==> src/rtl/mem_wb_pipe_reg.sv <==
// MEM/WB pipeline register with valid/ready handshake, 2-entry skid buffer, flush and reg_write gating.
// Optional MEM_WB_STATS_EN adds free-running bubble_cnt and stall_cnt outputs.
module mem_wb_pipe_reg #(
    parameter int DATA_W     = 32,
    parameter int REG_ADDR_W = 5
) (
    input  logic                  clk,
    input  logic                  reset,
    input  logic                  flush,
    input  logic                  valid_m,
    output logic                  ready_m,
    input  logic                  wb_source_m,
    input  logic                  reg_write_m,
    input  logic [DATA_W-1:0]     alu_out_m,
    input  logic [DATA_W-1:0]     data_m,
    input  logic [REG_ADDR_W-1:0] register_d_m,
    output logic                  valid_w,
    input  logic                  ready_w,
    output logic                  wb_source_w,
    output logic                  reg_write_w,
    output logic [DATA_W-1:0]     alu_out_w,
    output logic [DATA_W-1:0]     data_w,
`ifdef MEM_WB_STATS_EN
    output logic [31:0]           bubble_cnt,
    output logic [31:0]           stall_cnt,
`endif
    output logic [REG_ADDR_W-1:0] register_d_w
);

    typedef struct packed {
        logic                  wb_source;
        logic                  reg_write;
        logic [DATA_W-1:0]     alu_out;
        logic [DATA_W-1:0]     data;
        logic [REG_ADDR_W-1:0] register_d;
    } payload_t;

    typedef enum logic [1:0] {
        EMPTY = 2'd0,
        ONE   = 2'd1,
        TWO   = 2'd2
    } state_e;

    state_e   state_q, state_d;
    payload_t main_q, main_d;
    payload_t skid_q, skid_d;
    payload_t in_pl;
    logic     main_valid;
    logic     accept;
    logic     retire;

    assign in_pl = '{wb_source:  wb_source_m,
                     reg_write:  reg_write_m,
                     alu_out:    alu_out_m,
                     data:       data_m,
                     register_d: register_d_m};

    // Both handshake signals are decoded from the state register only, so
    // ready_m never sees ready_w combinationally.
    assign main_valid = (state_q != EMPTY);
    assign ready_m    = (state_q != TWO);
    assign accept     = valid_m & ready_m;
    assign retire     = main_valid & ready_w;

    always_comb begin
        // NOTE: every signal gets a default before the case so no path leaves it unassigned (no latch).
        state_d = state_q;
        main_d  = main_q;
        skid_d  = skid_q;

        unique case (state_q)
            EMPTY: begin
                if (accept) begin
                    state_d = ONE;
                    main_d  = in_pl;
                end
            end
            ONE: begin
                if (accept && retire) begin
                    main_d = in_pl;
                end else if (accept) begin
                    state_d = TWO;
                    skid_d  = in_pl;
                end else if (retire) begin
                    state_d = EMPTY;
                end
            end
            TWO: begin
                if (retire) begin
                    state_d = ONE;
                    main_d  = skid_q;
                end
            end
            default: state_d = EMPTY;
        endcase

        // Squash: drop everything; payload is held so a discarded accept never reaches the outputs.
        if (flush) begin
            state_d = EMPTY;
            main_d  = main_q;
            skid_d  = skid_q;
        end
    end

    always_ff @(posedge clk) begin
        // NOTE: state uses non-blocking assignments so every flop samples pre-edge values.
        if (reset) begin
            state_q <= EMPTY;
            // NOTE: payload storage is reset because main drives outputs with defined reset values; skid matches for simplicity.
            main_q  <= '0;
            skid_q  <= '0;
        end else begin
            state_q <= state_d;
            main_q  <= main_d;
            skid_q  <= skid_d;
        end
    end

    assign valid_w      = main_valid;
    assign reg_write_w  = main_q.reg_write & main_valid & (main_q.register_d != '0);
    assign wb_source_w  = main_q.wb_source;
    assign alu_out_w    = main_q.alu_out;
    assign data_w       = main_q.data;
    assign register_d_w = main_q.register_d;

`ifdef MEM_WB_STATS_EN
    logic [31:0] bubble_cnt_q, bubble_cnt_d;
    logic [31:0] stall_cnt_q, stall_cnt_d;

    always_comb begin
        bubble_cnt_d = bubble_cnt_q + {31'd0, ~valid_w};
        stall_cnt_d  = stall_cnt_q + {31'd0, valid_w & ~ready_w};
    end

    // Cleared only by reset; flush leaves the statistics running.
    always_ff @(posedge clk) begin
        if (reset) begin
            bubble_cnt_q <= '0;
            stall_cnt_q  <= '0;
        end else begin
            bubble_cnt_q <= bubble_cnt_d;
            stall_cnt_q  <= stall_cnt_d;
        end
    end

    assign bubble_cnt = bubble_cnt_q;
    assign stall_cnt  = stall_cnt_q;
`endif

endmodule

==> config.mk <==
export PLATFORM = sky130hd
export DESIGN_NAME = mem_wb_pipe_reg
export DESIGN_NICKNAME = d
export VERILOG_FILES = /design/src/rtl/mem_wb_pipe_reg.sv
export SDC_FILE = /design/constraint.sdc
export NUM_CORES = 1
export LEC_CHECK = 0
export CAP_MARGIN = 20
export CELL_PAD_IN_SITES_DETAIL_PLACEMENT = 2
export CELL_PAD_IN_SITES_GLOBAL_PLACEMENT = 2
export CORE_MARGIN = 4
export CORE_UTILIZATION = 40
export CTS_BUF_LIST = sky130_fd_sc_hd__clkbuf_8
export DETAILED_ROUTE_END_ITERATION = 10
export DONT_BUFFER_PORTS = 1
export HOLD_SLACK_MARGIN = 0.06
export PLACE_DENSITY = 0.79
export SYNTH_ARGS = -nofsm -noshare
export SYNTH_HDL_FRONTEND = slang
export SYNTH_SLANG_ARGS = --single-unit
==> constraint.sdc <==
create_clock -name clk -period 2 [get_ports clk]
set_clock_uncertainty 0.1 [all_clocks]
set_input_delay 0.2 -clock clk [delete_from_list [all_inputs] [get_ports clk]]
set_output_delay 0.2 -clock clk [all_outputs]
set_load 0.005 [all_outputs]
# Yosys cells after proc, flatten, opt, wreduce, memory -nomap -nowiden
# Cells that the tools add are included.
[word_totals]
mem_count = 0
out_inout_bits = 73
ramBits = 0
register_bits = 144
latch_bits = 0
romBits = 0
[classes]
magnitude_cmp = 0
addsub = 0
n_eq_ne = 8
n_mul = 0
reduce_logical = 9
shift = 0
n_div = 0
mux = 10
bitwise = 6
[op_table]
columns = ["op", "n"]
rows = [
  ["71-bit two-way mux", 3],
  ["71-bit one-hot mux with 3 select lines", 1],
  ["2-bit two-way mux", 5],
  ["2-bit != test, second input constant", 5],
  ["4-bit AND reduction", 2],
  ["2-bit one-hot mux with 3 select lines", 1],
  ["5-bit AND reduction", 1],
  ["5-bit nonzero test", 1],
  ["1-bit AND", 4],
  ["3-bit != test, second input constant", 1],
  ["3-bit nonzero test", 1],
  ["2-bit by 1-bit equality test with 1-bit output, second input constant", 1],
  ["2-bit equality test, second input constant", 1],
  ["2-bit logical NOT", 1],
  ["1-bit NOT", 2],
  ["2-bit nonzero test", 1],
  ["2-bit OR reduction", 1],
  ["1-bit logical AND", 1],
]

# Depth between registers and ports, before layout
[logic_depth]
ltp_word = 6
depth_mapped = 6
depth_no_buf = 3

# Worst setup path after synthesis
# OpenSTA, ideal clock, no wires.
[synth_path]
path_kind = "register to register"
from = "register state_q[1]"
to = "register main_q, in the netlist alu_out_w[10]"
period_less_slack_ps = 1624
setup_slack_ps = 376
setup_ps = 81
path_stages_with_launch = 7
required_ps = 1819
t_arrival_ps = 1443
path_cell_list = "dfxtp_1 > mux2_2 > buf_6 > a21o_1 > buf_6 > buf_6 > a211oi_2"
[synth_between]
elab_chain_cells = 5
[synth_lines]
columns = ["item", "line_no", "text"]
rows = [
  ["start, declared", "44", "state_e state_q, state_d;"],
  ["start signal, assigned", "113", "state_q <= state_d;"],
  ["2-bit != test / 2-bit nonzero test (equally long branches)", "61, 60", ""],
  ["1-bit AND (on tied branches)", "62, 63", ""],
  ["1-bit logical AND", "79", "if (accept && retire) begin"],
  ["2-bit != test (no line)", "-", ""],
  ["5-bit AND reduction (no line)", "-", ""],
  ["end signal, assigned", "114", "main_q <= main_d;"],
  ["end, declared", "45", "payload_t main_q, main_d;"],
]
# Parallel ways exist; a longest one is shown, timed or not.
# A chain may end at the register's enable or synchronous reset.

# Worst setup path in the final report
[layout_path]
from = "register main_q, in the netlist register_d_w[0]"
to = "output port reg_write_w"
[layout_between]
elab_chain_cells = 2
[layout_lines]
columns = ["item", "line_no", "text"]
rows = [
  ["5-bit nonzero test", "120", "assign reg_write_w = main_q.reg_write & main_valid & (main_q.register_d != '0);"],
  ["1-bit AND", "120", ""],
  ["end, declared", "20", "output logic reg_write_w,"],
]
# No other way between the ends.

==> flow_summary.rst <==
.. list-table::
   :header-rows: 1

   * - Metric
     - Value
   * - Terminus of the critical flop-to-flop path
     - skid_q[44]$_SDFFE_PP0P_
   * - Top cell family by delay on the critical path
     - simple AND/OR/NAND/NOR gates
   * - Diode insertion count for antenna repair
     - 0
   * - Switching part of the total power
     - 0.284
   * - Max Transition Viols Final
     - 0
   * - Portion of total power attributed to sequential cells
     - 0.547
   * - Clock period minus worst slack
     - 1870 ps
   * - Internal Power
     - slightly above 4000 uW
   * - Synthesized netlist cell count
     - 743
   * - Cts bufs inserted
     - 17
   * - Starting Density
     - 0.410
   * - Sequential fraction of the synthesis area
     - 0.404
   * - Number of routed nets with antenna violations
     - 0
   * - CTS sink cnt
     - approximately 140
   * - Clock root cell
     - clkbuf_8
   * - Result of the run
     - complete, but fails checks
   * - Worst setup SP type
     - flop
   * - Final net count
     - approximately 700
   * - Worst Hold Depth
     - 1
   * - Post-CTS clock slew at the launch and capture registers of the worst setup and hold paths
     - around 80 ps
   * - Leading cell types in the layout, fill and taps excluded
     - dfxtp_1 (144), a211oi_1 (73)
   * - RSZ-0062 raised after global routing
     - no
   * - Port-buffer cells
     - 0
   * - GRT met1 Usage
     - 0.269
   * - Total via count in the routed design
     - about 5.4k
   * - First-pass GRT wire length
     - ~35000 um
   * - Portion of the clock cycle consumed by the worst path in the final layout
     - 0.935
   * - Highest net fanout along the worst path
     - 3
   * - Net switching power
     - roughly 1600 uW
   * - Highest attainable clock frequency
     - around 530 MHz
   * - Buf+Inv Stages, Crit Path
     - 0
   * - Final setup TNS
     - 0 ps
   * - Netlist Area Pre-Place
     - approximately 7100 um2
   * - Maximum number of pins on one net before global-route repair
     - 145
   * - Violations in the final reports
     - hold timing
   * - # resized after CTS
     - 0
   * - Average size of a mapped cell
     - just under 10 um2
   * - Smallest hold slack
     - -268 ps
   * - Horiz. Die Dim
     - about 140 um
   * - Fraction of final layout cells with drive strength greater than 1
     - 0.198
   * - Utilization after layout
     - 0.410
   * - Cell-by-cell listing of the critical path
     - or4_1 -> o211a_1
   * - Global routing met3 resource utilization
     - 0.0701
   * - Later-pin clock latency in the skew report
     - about 430 ps
   * - Cell taking the most area after synthesis
     - dfxtp_1
   * - Hold violation total from the final report
     - between 100 and 150
   * - Clock power frac
     - 0.337
   * - Post-synthesis to final-layout area growth
     - 0.0526%
   * - Bufs on Longest Clock Path
     - 2
   * - Placeable core region
     - 17400 um2
   * - Routed wire length per instance
     - roughly 26 um
   * - Pwr/cell area
     - approximately 800 nW/um2
   * - Static Leakage
     - 0.00269 uW
   * - Synth Warn #
     - 0
   * - Type of the setup path with the least slack
     - flop to primary output
   * - Total of endpoints with negative setup slack in the final report
     - 0
   * - CP max stage cell
     - or4_1
   * - Top cell type's share of synthesized area
     - 0.404
   * - Longest individual stage delay on the worst path
     - between 500 and 600 ps
   * - Depth of the CTS H-tree
     - 4
   * - HP Class
     - primary input to flop
   * - Worst relative slew slack
     - 0.650
   * - Number of storage elements in the synthesis netlist
     - around 140
   * - Number of distinct standard cells referenced by the synthesized netlist
     - 26
   * - Residual DRC
     - 0
   * - Clock tree from TritonCTS
     - yes
   * - Total I/O pin count
     - 149
   * - Top cells by area in the synthesized netlist
     - dfxtp_1 (40%), a211oi_2 (12%), mux2i_1 (10%)
   * - Number of violations of the max-capacitance limit
     - 0
   * - Global routing usage summed across all routing layers
     - 0.222
   * - GRT Max-Usage Layer
     - met2
   * - Required arrival time at the worst endpoint
     - 1700 ps
   * - IR Drop Worst-Case VDD
     - 371 uV
   * - Drt via density
     - ~6.3
   * - Worst setup slack for register-to-register paths
     - 230 ps
   * - Detailed router's first-iteration violation count
     - 349
   * - Die height
     - about 140 um
   * - Detailed-route wire length
     - between 20000 and 25000 um
   * - Hold-fix buffer count after cts
     - 2
   * - Worst endpoint data arrival time
     - between 1500 and 2000 ps
   * - Number of nets in the synthesized netlist
     - 819
   * - Antenna violations before repair
     - 0
   * - Cell Rows
     - 48
   * - Actual slew at the worst max-slew pin
     - roughly 520 ps
   * - Total Die Area
     - about 20000 um2
   * - Endpoint type of the worst setup path
     - primary output
   * - Part of the total power dissipated in combinational logic
     - 0.115
   * - Residual overflow from global routing
     - 0
   * - Weighted congestion at the end of routability-driven global placement
     - about 0.77
   * - Final HPWL from detailed placement
     - 13700 um
   * - Number of cells on the critical path
     - 2
   * - Router iterations before antenna repair
     - 4
   * - Depth of the worst register-to-register path
     - 4
   * - Most common cell after layout, fill and taps aside
     - dfxtp_1
   * - End point of the most critical hold path
     - data_w[6]$_SDFFE_PP0P_
   * - Start point of the worst hold path
     - reset
   * - Reg2Reg Launch Point
     - state_q[0]$_SDFFE_PP0P_
   * - Via count of the first global-routing pass
     - ~6.1k
   * - Met2 track utilization from global routing
     - 0.372
## worst max path at each step
stage	start	endpoint
floorplan	state_q[1]$_SDFFE_PP0P_	alu_out_w[10]$_SDFFE_PP0P_
global route	register_d_w[0]$_SDFFE_PP0P_	reg_write_w
finish	register_d_w[0]$_SDFFE_PP0P_	reg_write_w
global placement	state_q[0]$_SDFFE_PP0P_	register_d_w[4]$_SDFFE_PP0P_
CTS	state_q[0]$_SDFFE_PP0P_	ready_m
detailed placement	state_q[0]$_SDFFE_PP0P_	alu_out_w[28]$_SDFFE_PP0P_
## registers in the layout (all words and copies together), names as in the netlist
name          count
wb_source_w       1
skid_q           71
register_d_w      5
alu_out_w        32
main_q            1
data_w           32
state_q           2
## through the flow
stage	hold WS, ps	power [uW]	area, um2	std cells	setup WS (ps)
detailed placement	178	3850	6770	833	216
finish	-268	5740	7140	868	130
CTS	-308	5830	7120	866	47.4
floorplan	192	3880	7140	743	376
global placement	180	3800	6770	833	301
global route	-320	6010	7140	868	71.7
## area by class of cell
| type | instances | area [um2] |
|---|---|---|
| multi-input cells | 443 | 3370 |
| flip-flops and latches | 144 | 2880 |
| fillers | 1861 | 10300 |
| well taps | 225 | 282 |
| repair buffers | 24 | 290 |
| clock inverters | 13 | 62.6 |
| clock buffers | 18 | 248 |
| inverters | 1 | 3.75 |
## cell families after synthesis
family | synth area share
mux | 0.101
flops | 0.404
simple gates | 0.0619
buf+inv | 0.130
compound gates | 0.304
## per-layer routing
layer	up-vias	part of all wire
met4	0	0.025
met5	-	0
met2	126	0.48
met1	2806	0.43
li1	2469	-
met3	35	0.064
## synthesized netlist by cell type
master / count
a2111oi_0: 1
a21oi_1: 71
or4_1: 1
buf_1: 5
a21o_1: 2
a211oi_1: 73
nand2b_1: 2
nand4bb_1: 1
o21ai_0: 71
buf_6: 9
mux2_2: 1
nand3b_1: 1
nand2_1: 1
mux2i_1: 71
inv_2: 1
clkbuf_1: 62
buf_2: 10
dfxtp_1: 144
a211oi_2: 70
and4bb_2: 2
or2_2: 1
buf_4: 69
nor2_1: 1
or3b_2: 1
o211a_1: 1
nand3_1: 71
## power groups by stage
stage	Combinational, uW	Clock, uW	Sequential (uW)
finish	662	1930	3140
global route	724	2130	3160
CTS	668	2010	3140
detailed placement	634	0	3210
global placement	596	0	3200
floorplan	754	0	3130
## what timing repair did
action                                  in CTS  in global routing
endpoints found under the hold margin      144                144
setup buffers                                0                  2
endpoints found under the setup margin       0                  1
## worst reg2reg max path, cell delays in order (launching register included)
cell	delay, ps
dfxtp_1	540
and4bb_2	340
buf_4	380
nand3_1	180
a21oi_1	160
(Power assumes the default switching activity.)
